--- src/rtl/enum_tag_pkg.sv ---
// Shared tag type and pointer-wrap helper for the tag queue.
package enum_tag_pkg;

  typedef enum logic [1:0] {TAG_0, TAG_1, TAG_2, TAG_3} tag_t;

  localparam int unsigned PTR_MAX_W = 6;

  // Wraps from depth-1 back to zero, so any depth (not only 2^n) works.
  function automatic logic [PTR_MAX_W-1:0] next_ptr(input logic [PTR_MAX_W-1:0] ptr,
                                                    input int unsigned depth);
    return (32'(ptr) == depth - 1) ? '0 : ptr + 6'd1;
  endfunction

endpackage

--- src/rtl/tag_match_vec.sv ---
// Membership lookup: hit when any valid entry holds query_tag.
module tag_match_vec
  import enum_tag_pkg::*;
#(
  parameter int unsigned DEPTH = 8
) (
  input  tag_t             tags [DEPTH],
  input  logic [DEPTH-1:0] valid,
  input  tag_t             query_tag,
  output logic             query_hit
);

  always_comb begin
    query_hit = 1'b0;
    for (int unsigned i = 0; i < DEPTH; i++) begin
      if (valid[i] && (tags[i] == query_tag)) query_hit = 1'b1;
    end
  end

endmodule

--- src/rtl/enum_tag_fifo.sv ---
// First-word fall-through queue of enumerated tags with a combinational
// membership query over the registered entries.
module enum_tag_fifo
  import enum_tag_pkg::*;
#(
  parameter int unsigned DEPTH = 8,
  parameter int unsigned CNT_W = $clog2(DEPTH + 1)
) (
  input  logic             clk,
  input  logic             rst_n,
  input  logic             flush,
  input  logic             push_valid,
  output logic             push_ready,
  input  tag_t             push_tag,
  output logic             pop_valid,
  input  logic             pop_ready,
  output tag_t             pop_tag,
  input  tag_t             query_tag,
  output logic             query_hit,
  output logic [CNT_W-1:0] count,
  output logic             full,
  output logic             empty
);

  localparam int unsigned PTR_W = $clog2(DEPTH);

  tag_t             mem [DEPTH];
  logic [DEPTH-1:0] valid;
  logic [PTR_W-1:0] wr_ptr;
  logic [PTR_W-1:0] rd_ptr;
  logic [CNT_W-1:0] count_q;
  logic             push_fire;
  logic             pop_fire;

  // Status flags depend only on the registered count.
  assign full       = (count_q == CNT_W'(DEPTH));
  assign empty      = (count_q == '0);
  assign push_ready = !full;
  assign pop_valid  = !empty;
  assign count      = count_q;
  assign pop_tag    = empty ? TAG_0 : mem[rd_ptr];

  assign push_fire = push_valid && !full;
  assign pop_fire  = pop_ready && !empty;

  always_ff @(posedge clk or negedge rst_n) begin
    if (!rst_n) begin
      valid   <= '0;
      wr_ptr  <= '0;
      rd_ptr  <= '0;
      count_q <= '0;
    end else if (flush) begin
      valid   <= '0;
      wr_ptr  <= '0;
      rd_ptr  <= '0;
      count_q <= '0;
    end else begin
      if (push_fire) begin
        valid[wr_ptr] <= 1'b1;
        wr_ptr        <= PTR_W'(next_ptr(PTR_MAX_W'(wr_ptr), DEPTH));
      end
      if (pop_fire) begin
        valid[rd_ptr] <= 1'b0;
        rd_ptr        <= PTR_W'(next_ptr(PTR_MAX_W'(rd_ptr), DEPTH));
      end
      case ({push_fire, pop_fire})
        2'b10:   count_q <= count_q + 1'b1;
        2'b01:   count_q <= count_q - 1'b1;
        default: count_q <= count_q;
      endcase
    end
  end

  // Tag storage is not reset; the valid bits qualify every read.
  always_ff @(posedge clk) begin
    if (push_fire && !flush) mem[wr_ptr] <= push_tag;
  end

  tag_match_vec #(.DEPTH(DEPTH)) u_match (
    .tags      (mem),
    .valid     (valid),
    .query_tag (query_tag),
    .query_hit (query_hit)
  );

endmodule

--- config.mk ---
export PLATFORM = sky130hd
export DESIGN_NAME = enum_tag_fifo
export DESIGN_NICKNAME = d
export VERILOG_FILES = /design/src/rtl/enum_tag_pkg.sv /design/src/rtl/tag_match_vec.sv /design/src/rtl/enum_tag_fifo.sv
export SDC_FILE = /design/constraint.sdc
export NUM_CORES = 1
export LEC_CHECK = 0
export CORE_ASPECT_RATIO = 1.2
export CORE_MARGIN = 2
export CORE_UTILIZATION = 48
export DETAILED_ROUTE_END_ITERATION = 10
export MAX_ROUTING_LAYER = met4
export PLACE_DENSITY_LB_ADDON = 0.2
export SLEW_MARGIN = 20
export SYNTH_ARGS = -nofsm -noshare
export SYNTH_HDL_FRONTEND = slang
export SYNTH_HIERARCHICAL = 1
export SYNTH_SLANG_ARGS = --single-unit
--- constraint.sdc ---
create_clock -name clk -period 5 [get_ports clk]
set_clock_uncertainty 0.2 [all_clocks]
set_input_delay 1 -clock clk [delete_from_list [all_inputs] [get_ports clk]]
set_output_delay 1 -clock clk [all_outputs]
set_load 0.1 [all_outputs]
==> impl_metrics.ini, run 1 <==
[layout]
ant_cells = 0
area.sequential_um2 = 930.9
stdcell_area_um2 = 2248
drive_above_1_share = 0.1359
areaGrowthSynthToFinish_pct = 15.49
final_nets = 198
filler_cell_count = 342
multi_input_area_um2 = 945.9

[pwr]
power.combinational.fraction = 0.565
totalPowerFinal_mw = 1.462
power_per_cell_area_nw_per_um2 = 650.4
netSwitchingFraction = 0.5134
p_leak_nw = 0.8775
p_int_uw = 711.5
vdd.ir_drop.worst_v = 0.0008719
seq_power_share = 0.269
switching_power_uw = 750.8
pwr-share-clk = 0.166

[sta]
setup_viol = 0
fin_hold_ws_ps = 398.3
finalWorstSetupSlack_ps = 1086
finalHoldViolations = 0
maxSlewViolCount = 0
maxClockFrequency_mhz = 255.5
period_share = 0.7827
rsz0062_at_grt = no
timing.slew.headroom = 0.3372
max_slew.worst_pin.slew_ps = 991.1
fin_crit_ps = 3914
fin_setup_tns_ps = 0

[setup_path]
r2r.worst_path.cells = 7
end_kind = primary output
crit_cells = 3
worst_setup_path_startpoint = count[1]
crit_fanout = 8
setup_slack_of_the_most_critical_reg_to_reg_path_ps = 2340
critical-path-max-stage-delay_ps = 1130
critical_path.cell_chain = or4b_1 -> inv_1 -> clkdlybuf4s50_1
critical_path.top_delay_family = buffers and inverters
r2r_start = count[1]
cp.required_ps = 3800
critPathArrivalTime_ps = 2710
timing.critical_path.slowest_stage_cell = sky130_fd_sc_hd__clkdlybuf4s50_1
crit_buf_inv = 2
critical_path.startpoint_type = register
r2r_end = count[3]
worst_setup_ep = full
worst-setup-path-type = register to primary output

[route]
routed-via-count = 1353
drt.antenna.violating_nets = 0
post-route-drc-count = 0
firstDrtPassIters = 4
routed_wire_length_per_instance_um = 17.01
drt_first_iter_violations = 68
vias_per_cell = 5.685
drt_wl_total_um = 4049

[worst_hold_path]
worst_hold_path_type = register to register
hold_start = valid[3]

[clock_tree]
largest_buffer_count_on_any_clock_path = 2
htree_num_levels = 2
clock_sinks = 34
cts_tree = built
post_cts_resized = 0
setup_fix_bufs_post_cts = 0
path_clk_slew_ps = 60
cts_inserted_buffers = 5
holdBufCountCts = 0
clk_root_buffer_cell = sky130_fd_sc_hd__clkbuf_8
clock_insertion_delay_worst_skew_ps = 290

[placed_design]
pre_cts_ws_ps = 1287
gp_congestion = 0.8866
buffer_ports.inserted = 19
detailed_place.area_um2 = 2140
hpwlAfterDp_um = 3082

[global_route]
pin_count_of_the_biggest_net_entering_global_routing = 28
grt_pass1_wl_um = 6969
grt_overflow_total = 0
grt_usage = 0.2098
number_of_antenna_violations_at_the_first_check_in_global_routing = 0
grt_pass1_vias = 1430

[status]
status = complete, no violations

[logic_synthesis]
synth.top_cells.by_area = sky130_fd_sc_hd__edfxtp_1, sky130_fd_sc_hd__dfrtp_1, sky130_fd_sc_hd__mux4_2
synthArstFlopShare = 0.5294
synth.yosys.warnings = 6
synth_top_cell_by_area = sky130_fd_sc_hd__edfxtp_1
synth_most_common_cell = sky130_fd_sc_hd__nor2_1
post_synth.cell_area_avg_um2 = 11.52
synth_enable_flop_cells = 16
synth_cell_type_count = 41
post-synth-top-area-fraction = 0.2468
postSynthNetCount = 184
synth_cells = 169
post_synth_instance_area_um2 = 1947
synth_ff_type = sky130_fd_sc_hd__dfrtp_1
synth_sequential_area_ratio = 0.4781
synth-seq-cells = 34
synthTopCellsByCount = sky130_fd_sc_hd__nor2_1, sky130_fd_sc_hd__dfrtp_1, sky130_fd_sc_hd__edfxtp_1

[floorplanning]
chipWidth_um = 62.14
initial_core_util = 0.4979
die_height_um = 73.77
design.die.area_um2 = 4583
core-area_um2 = 3910
floorplan.rows = 25
top_level_ports = 20

[run]
drv.max_cap_violation_count = 0
-- layout by cell type, fill, tap and decap left out, types with 2 or more instances in the layout --
master / Yosys / routed
sky130_fd_sc_hd__nand2b_1: 2 / 2
sky130_fd_sc_hd__a32oi_1: 4 / 4
sky130_fd_sc_hd__xnor2_1: 10 / 10
sky130_fd_sc_hd__nor2_1: 20 / 20
sky130_fd_sc_hd__a211oi_1: 6 / 6
sky130_fd_sc_hd__a31oi_1: 3 / 3
sky130_fd_sc_hd__nor4_1: 2 / 2
sky130_fd_sc_hd__xor2_1: 9 / 9
sky130_fd_sc_hd__mux2i_1: 6 / 6
sky130_fd_sc_hd__nand3_1: 3 / 3
sky130_fd_sc_hd__clkinv_2: 0 / 2
sky130_fd_sc_hd__nand2_1: 3 / 3
sky130_fd_sc_hd__mux4_2: 4 / 4
sky130_fd_sc_hd__dfrtp_1: 18 / 18
sky130_fd_sc_hd__ha_1: 6 / 6
sky130_fd_sc_hd__clkbuf_8: 0 / 5
sky130_fd_sc_hd__edfxtp_1: 16 / 16
sky130_fd_sc_hd__a21oi_1: 10 / 10
sky130_fd_sc_hd__a311oi_1: 2 / 2
sky130_fd_sc_hd__nor2b_1: 5 / 5
sky130_fd_sc_hd__inv_1: 2 / 2
sky130_fd_sc_hd__clkdlybuf4s50_1: 0 / 18
sky130_fd_sc_hd__nor3_1: 8 / 8
-- metal layers --
layer	up-vias	GRT usage	routed length, µm
met5	-	-	0
met4	0	0.1235	143
met3	11	0.04135	143
met2	38	0.3732	2117
met1	654	0.2196	1643
li1	650	-	-
-- cells by family (layout without fill, tap and decap cells) --
kind of cell / Yosys count / after routing / share of synthesized area
buf+inv: 14 / 29 / 0.03599
fa+ha+maj: 6 / 6 / 0.03856
flops: 34 / 34 / 0.4781
xor+xnor: 19 / 19 / 0.08548
simple gates: 53 / 53 / 0.1465
mux: 12 / 12 / 0.09062
compound gates: 31 / 31 / 0.1247
-- through the flow --
step,std cells,util
floorplan,169,-
global placement,230,0.5472
detailed placement,230,0.5472
CTS,238,0.5750
global route,238,0.5750
finish,238,0.5750
-- power groups by stage --
| stage | logic, mW | registers [mW] | clock network, mW |
|---|---|---|---|
| floorplan | 0.581 | 0.475 | 0 |
| global placement | 0.816 | 0.397 | 0 |
| detailed placement | 0.826 | 0.397 | 0 |
| CTS | 0.830 | 0.393 | 0.249 |
| global route | 0.873 | 0.403 | 0.261 |
| finish | 0.826 | 0.393 | 0.243 |
-- worst reg2reg max path: stages (launching register included) --
cell	delay (ps)
sky130_fd_sc_hd__dfrtp_1	490
sky130_fd_sc_hd__o41ai_4	650
sky130_fd_sc_hd__a21oi_4	80
sky130_fd_sc_hd__ha_1	350
sky130_fd_sc_hd__o21ai_0	90
sky130_fd_sc_hd__and3b_1	200
sky130_fd_sc_hd__o21ai_2	180
sky130_fd_sc_hd__mux2_4	310
-- final cells by class --
class                   count  share of cell area
clock buffers               5             0.03061
clock inverters             3             0.01781
multi-input cells         121              0.4207
well taps                  54             0.03005
inverters                   2            0.003339
repair buffers             19             0.08347
flip-flops and latches     34              0.4140
-- worst min-delay path by stage --
stage	endpoint	slack [ps]	depth (start not counted)
floorplan	valid[6]	350	2
global placement	valid[3]	390	2
detailed placement	valid[3]	380	2
CTS	valid[3]	390	2
global route	valid[3]	430	2
finish	valid[3]	400	2
-- registers in the layout, indices dropped and copies added (netlist names) --
register and count:
rd_ptr 3, wr_ptr 3, count 4, valid 8
mem 16
Note: power is estimated with default switching activity, not from simulation.
==> inputs of run 2 (changes only) <==
==> constraint.sdc (replaced) <==
create_clock -name clk -period 3.3 [get_ports clk]
set_clock_uncertainty 0.2 [all_clocks]
set_input_delay 0.66 -clock clk [delete_from_list [all_inputs] [get_ports clk]]
set_output_delay 0.66 -clock clk [all_outputs]
set_load 0.1 [all_outputs]
==> run 2 against run 1 <==
Effect of this change: first-iteration DRC count is 7.4% lower; largest power group unchanged; final cell count is 0.84% higher; routed wire length is 3.8% lower; register-to-register slack worse by 1700 ps; design area is 0.72% higher; hold slack better by 4.0 ps; die area stayed put; critical path depth is 3 higher; sequential power is 54% higher; clock power is 25% higher; count of clock-buffer cells in the layout is 2 higher; setup slack worse by 830 ps.
==> impl_metrics.ini, run 2 (synthesis gave the netlist of run 1 again) <==
[global_route]
grt_overflow_total = 0
pin_count_of_the_biggest_net_entering_global_routing = 21
grt_usage = 0.1864
grt_pass1_wl_um = 6382
number_of_antenna_violations_at_the_first_check_in_global_routing = 0
grt_pass1_vias = 1336

[layout]
stdcell_area_um2 = 2265
areaGrowthSynthToFinish_pct = 16.32
multi_input_area_um2 = 950.9
final_common_cell = sky130_fd_sc_hd__nor2_1
largest_reg_flops = 16
ant_cells = 0
final_cell_mix = sky130_fd_sc_hd__nor2_1, sky130_fd_sc_hd__edfxtp_1, sky130_fd_sc_hd__dfrtp_1
filler_cell_count = 341
final_nets = 200
largest_register = mem
area.sequential_um2 = 940.9
drive_above_1_share = 0.2258

[clock_tree]
largest_buffer_count_on_any_clock_path = 2
cts_tree = built
setup_fix_bufs_post_cts = 0
post_cts_resized = 0
htree_num_levels = 2
cts_inserted_buffers = 5
clk_root_buffer_cell = sky130_fd_sc_hd__clkbuf_8
path_clk_slew_ps = 60
clock_sinks = 34
clock_insertion_delay_worst_skew_ps = 280
holdBufCountCts = 0

[placed_design]
gp_congestion = 0.8528
buffer_ports.inserted = 19
hpwlAfterDp_um = 3001
detailed_place.area_um2 = 2173

[run]
drv.max_cap_violation_count = 0

[setup_path]
critical-path-max-stage-delay_ps = 740
setup_slack_of_the_most_critical_reg_to_reg_path_ps = 660
crit_fanout = 8
r2r_start = count[1]
cp.required_ps = 2440
r2r.worst_path.cells = 7
timing.critical_path.slowest_stage_cell = sky130_fd_sc_hd__clkdlybuf4s50_1
r2r_end = count[3]
end_kind = primary output
worst_setup_ep = query_hit
critPathArrivalTime_ps = 2190
worst_setup_path_startpoint = query_tag[1]
critical_path.cell_chain = clkdlybuf4s50_1 -> xor2_1 -> nor2_1 -> a32oi_1 -> nand4_1 -> buf_12
worst-setup-path-type = primary input to primary output
critical_path.startpoint_type = primary input

[pwr]
switching_power_mw = 1.138
pwr-share-clk = 0.140
p_int_mw = 1.034
power_per_cell_area_nw_per_um2 = 958.9
p_leak_nw = 0.8824
totalPowerFinal_mw = 2.172
seq_power_share = 0.279
vdd.ir_drop.worst_v = 0.0004657
power.combinational.fraction = 0.581
netSwitchingFraction = 0.5240

[sta]
rsz0062_at_grt = no
fin_crit_ps = 3047
period_share = 0.9232
setup_viol = 0
fin_setup_tns_ps = 0
maxClockFrequency_mhz = 328.2
max_slew.worst_pin.slew_ps = 823.8
timing.slew.headroom = 0.4491
maxSlewViolCount = 0
finalHoldViolations = 0

[floorplanning]
core-area_um2 = 3910
floorplan.rows = 25
design.die.area_um2 = 4583
initial_core_util = 0.4979
chipWidth_um = 62.14
top_level_ports = 20
die_height_um = 73.77

[route]
drt_first_iter_violations = 63
vias_per_cell = 5.538
routed_wire_length_per_instance_um = 16.23
routed-via-count = 1329
drt.antenna.violating_nets = 0
drt_wl_total_um = 3896
post-route-drc-count = 0
firstDrtPassIters = 4

[status]
status = complete, no violations

[worst_hold_path]
worst_hold_path_type = register to register
-- run 2: changes by cell type in the layout (fill, tap and decap cells not counted), moves of 2 or more --
cell and delta:
sky130_fd_sc_hd__buf_4 +10, sky130_fd_sc_hd__clkdlybuf4s50_1 -10, sky130_fd_sc_hd__dfrtp_1 -4, sky130_fd_sc_hd__buf_12 +2, sky130_fd_sc_hd__dfrtp_2 +2, sky130_fd_sc_hd__dfrtp_4 +2
-- run 2: worst min-delay path by stage --
| stage | depth (start not counted) | start | end | slack [ps] |
|---|---|---|---|---|
| after floorplan | 0 | rst_n | count[2] | 160 |
| after global placement | 2 | wr_ptr[1] | wr_ptr[1] | 390 |
| after detailed placement | 2 | valid[4] | valid[4] | 400 |
| after CTS | 2 | valid[4] | valid[4] | 410 |
| after global routing | 2 | valid[1] | valid[1] | 430 |
| final | 2 | valid[4] | valid[4] | 400 |
-- run 2: metal layers --
layer	track usage	wire [µm]	up-vias
met3	0.03828	97	5
met4	0.04444	29	0
li1	-	-	653
met2	0.3345	2063	19
met1	0.2180	1705	652
met5	-	0	-
-- run 2: worst max-delay path: cells and delay by family --
family / cells / cell delay [ps]
AOI/OAI and AO/OA: 1 / 160
and+or+nand+nor: 2 / 230
buffers and inverters: 2 / 940
xor gates and xnor gates: 1 / 190
-- run 2: final cells by class --
cell class / instances / share of cell area
clock inverters: 1 / 0.002210
inverters: 2 / 0.004972
multi-input cells: 121 / 0.4199
repair buffers: 21 / 0.08950
flip-flops and latches: 34 / 0.4155
clock buffers: 7 / 0.03812
well taps: 54 / 0.02983
-- run 2: power by group through the flow --
stage | clock network [mW] | registers, mW | logic, mW
finish | 0.304 | 0.605 | 1.26
global route | 0.334 | 0.617 | 1.32
CTS | 0.311 | 0.607 | 1.27
detailed placement | 0 | 0.614 | 1.27
global placement | 0 | 0.613 | 1.25
floorplan | 0 | 0.731 | 0.897
-- run 2: stage by stage --
stage	setup slack, ps	utilization	std cells	hold WS (ps)
CTS	249.6	0.5792	240	407.9
global placement	287.3	0.5558	232	391.4
floorplan	-34.23	-	169	164.4
finish	253.4	0.5792	240	402.3
global route	98.57	0.5792	240	425.3
detailed placement	247.3	0.5558	232	398.2
==> patch 1 (flow settings as in run 1) <==
`DEPTH` is set to 8 in 2 places; all go to 4.
--- a/src/rtl/tag_match_vec.sv
+++ b/src/rtl/tag_match_vec.sv
@@ -3,5 +3,5 @@
   import enum_tag_pkg::*;
 #(
-  parameter int unsigned DEPTH = 8
+  parameter int unsigned DEPTH = 4
 ) (
   input  tag_t             tags [DEPTH],
--- a/src/rtl/enum_tag_fifo.sv
+++ b/src/rtl/enum_tag_fifo.sv
@@ -4,5 +4,5 @@
   import enum_tag_pkg::*;
 #(
-  parameter int unsigned DEPTH = 8,
+  parameter int unsigned DEPTH = 4,
   parameter int unsigned CNT_W = $clog2(DEPTH + 1)
 ) (
Interface: changed (resized count); port bits go from 20 to 19. The function was not compared with the original's and may differ.
==> patch 1 against run 1 <==
Total power is 68% lower; synthesized cell count is 31% lower; wire length is 40% lower; global-route usage is 2.3 points lower; synthesized area is 38% lower; sequential cell count is 15 lower; worst setup slack better by 190 ps; die area is 36% lower; clock power is 69% lower; combinational power is 76% lower; cell count is 31% lower; maximum frequency is 5.1% higher; cell area is 37% lower; critical endpoint is now pop_tag[1].
==> patch 1: results (changes against run 1) <==
metric;value;unit;change
final_nets;152;;-23%
nonClkBufAreaFrac;12.5;%;+4.1 points
p_leak;0.559;nW;-36%
p_sw;0.200;mW;-73%
dp_hpwl;1850;µm;-40%
synth_xor_area_share;6.49;%;-2.1 points
yosys-top-cells-area;dfrtp_1 23%, edfxtp_1 20%, ha_1 8.2%;;
r2r_end;count[2];;
worst_slew_pin_slew;970;ps;-20.6 ps
timing.hold.ws;380;ps;-18.8 ps
fill_cells;203;;-41%
buffers;18;;-1
grtUsageTotal;18.7;%;-2.3 points
clkSlewWorstSetupHoldPaths;100;ps;+40 ps
largest_reg_flops;8;;-8
rrSetupSlack;2260;ps;-80 ps
first_iter_violations;19;;-72%
multi_input_area_share;44.9;%;+2.8 points
wl_per_cell;14.7;µm;-13%
outcome;finished, final reports clean;;
synth_cell_types;34;;-17%
port_buffers;18;;-1
clk_share;1.93;%;-2.9 points
ff_latch_area;515;µm²;-45%
powerClk;0.0748;mW;-69%
num-clock-buffers;3;;-2
grt_max_degree;15;;-46%
cp_max_fo;7;;-1
[patch 1: cell count changes after synthesis, sizes merged, moves of 5 or more]
cell,delta
nor2,-17
and2,+8
edfxtp,-8
dfrtp,-7
xor2,-7
mux2i,-6
nor3,-6
clkbuf,-5
inv,+5
nand2,+5
[patch 1: worst max-delay path, stage by stage, from the launching register on]
cell	delay, ps
dfrtp_1	540
mux4_2	560
and2_1	170
clkdlybuf4s50_1	960
[patch 1: layer usage]
metal | wire (µm) | vias to the layer above | part of all wire [%] | global-route usage, %
li1 | - | 440 | - | -
met1 | 1050 | 424 | 44 | 20.5
met2 | 1270 | 20 | 52 | 34.9
met3 | 67 | 4 | 2.8 | 1.52
met4 | 27 | 0 | 1.1 | 7.54
met5 | 0 | - | 0 | -
[patch 1: metrics by stage]
stage,power (mW),setup slack [ps],cells
after floorplan,0.344,1090,117
after global placement,0.386,1550,160
after detailed placement,0.390,1480,160
after CTS,0.465,1260,164
after global routing,0.483,1170,164
final,0.462,1280,164
==> patch 2 (config.mk and constraints of run 1) <==
Made on the original files. Put one more register stage on the output `count`, with the module's reset. The value now appears one clock later. The other outputs are not delayed to match. Comments in the files are not updated.
--- a/src/rtl/enum_tag_fifo.sv
+++ b/src/rtl/enum_tag_fifo.sv
@@ -38,5 +38,11 @@
   assign push_ready = !full;
   assign pop_valid  = !empty;
-  assign count      = count_q;
+  always_ff @(posedge clk or negedge rst_n) begin
+    if (!rst_n) begin
+      count <= '0;
+    end else begin
+      count <= count_q;
+    end
+  end
   assign pop_tag    = empty ? TAG_0 : mem[rd_ptr];
 
Function: changed (Yosys sat finds a counterexample within 4 cycles, from zero or initial values and one cycle with rst_n low).
==> patch 2 against run 1 <==
Cell area up 4.8%; sequential power up 12%; total power up 1.3%; synthesized area up 5.0%; highest routed layer unchanged; wire length up 2.3%; worst setup slack better by 42 ps; sequential cell count up 4.
==> patch 2: results (changes against run 1) <==
metric;value;unit;change
nonClkBufAreaFrac;8.28;%;-0.063 points
crit_arrival;2670;ps;-40 ps
final_nets;204;;+3.0%
wl_met3;114;µm;-20%
layout-drive-gt1-share;13.7;%;+0.097 points
p_leak;0.932;nW;+6.2%
synthTopCellsByCount;22 x dfrtp_1, 22 x nor2_1, 16 x edfxtp_1;;
synth_fa_ha_area_share;3.67;%;-0.18 points
hp-start;count_q[2];;
dp_hpwl;3240;µm;+5.0%
ys_seq_area_share;50.4;%;+2.6 points
ff_latch_area;1030;µm²;+11%
use_met3;3.84;%;-0.29 points
outcome;finished, final reports clean;;
r2r_end;count_q[3];;
synth_cell_types;42;;+2.4%
globalplace.congestion;0.809;;-8.7%
rrSetupSlack;2380;ps;+40 ps
buffers;20;;+1
vias;1361;;+0.59%
synthArstFlopShare;57.9;%;+5.0 points
r2r_start;count_q[1];;
nNonClkInverters;3;;+1
multi_input_area_share;39.9;%;-2.2 points
synthMuxAreaShare;8.63;%;-0.43 points
met2_usage;36.4;%;-0.94 points
hold_depth;0;;-2
grtUsageTotal;19.9;%;-1.1 points
grt_pass1_wl;6960;µm;-0.20%
syn_nets;189;;+2.7%
met1_usage;21.9;%;-0.026 points
worstHoldEndpoint;count[2];;
wirelength_met1;1680;µm;+2.4%
fill_cells;385;;+13%
yosys-top-cells-area;dfrtp_1 27%, edfxtp_1 24%, mux4_2 4.4%;;
ys_seq_elements;38;;+12%
wl_per_cell;16.8;µm;-1.1%
grt_max_degree;23;;-18%
synth_compound_area_share;11.9;%;-0.60 points
synth_xor_area_share;8.14;%;-0.41 points
peakVddDrop;500;µV;-43%
maxSlewHeadroom;34.4;%;+0.66 points
[patch 2: how the worst max path moves through the flow]
stage               cells after the start    endpoint
floorplan                               3  pop_tag[0]
global placement                        6   query_hit
detailed placement                      6   query_hit
CTS                                     3        full
global route                            3        full
finish                                  3        full
[patch 2: where the power goes]
| part | switching (mW) | total [mW] | leakage [nW] | internal [mW] |
|---|---|---|---|---|
| registers | 0.0713 | 0.439 | 0.444 | 0.368 |
| logic | 0.560 | 0.795 | 0.430 | 0.234 |
| clock network | 0.101 | 0.248 | 0.0579 | 0.147 |
| total | 0.733 | 1.48 | 0.932 | 0.749 |
[patch 2: metrics by stage]
step                std cells  setup WS (ps)  hold WS (ps)  cell area, µm²  utilization, %
detailed placement        238           1260           342            2250            54.0
global placement          238           1310           331            2250            54.0
global route              246           1010           366            2360            56.6
CTS                       246           1110           344            2360            56.6
floorplan                 174           1280           282            2040               -
finish                    246           1130           334            2360            56.6
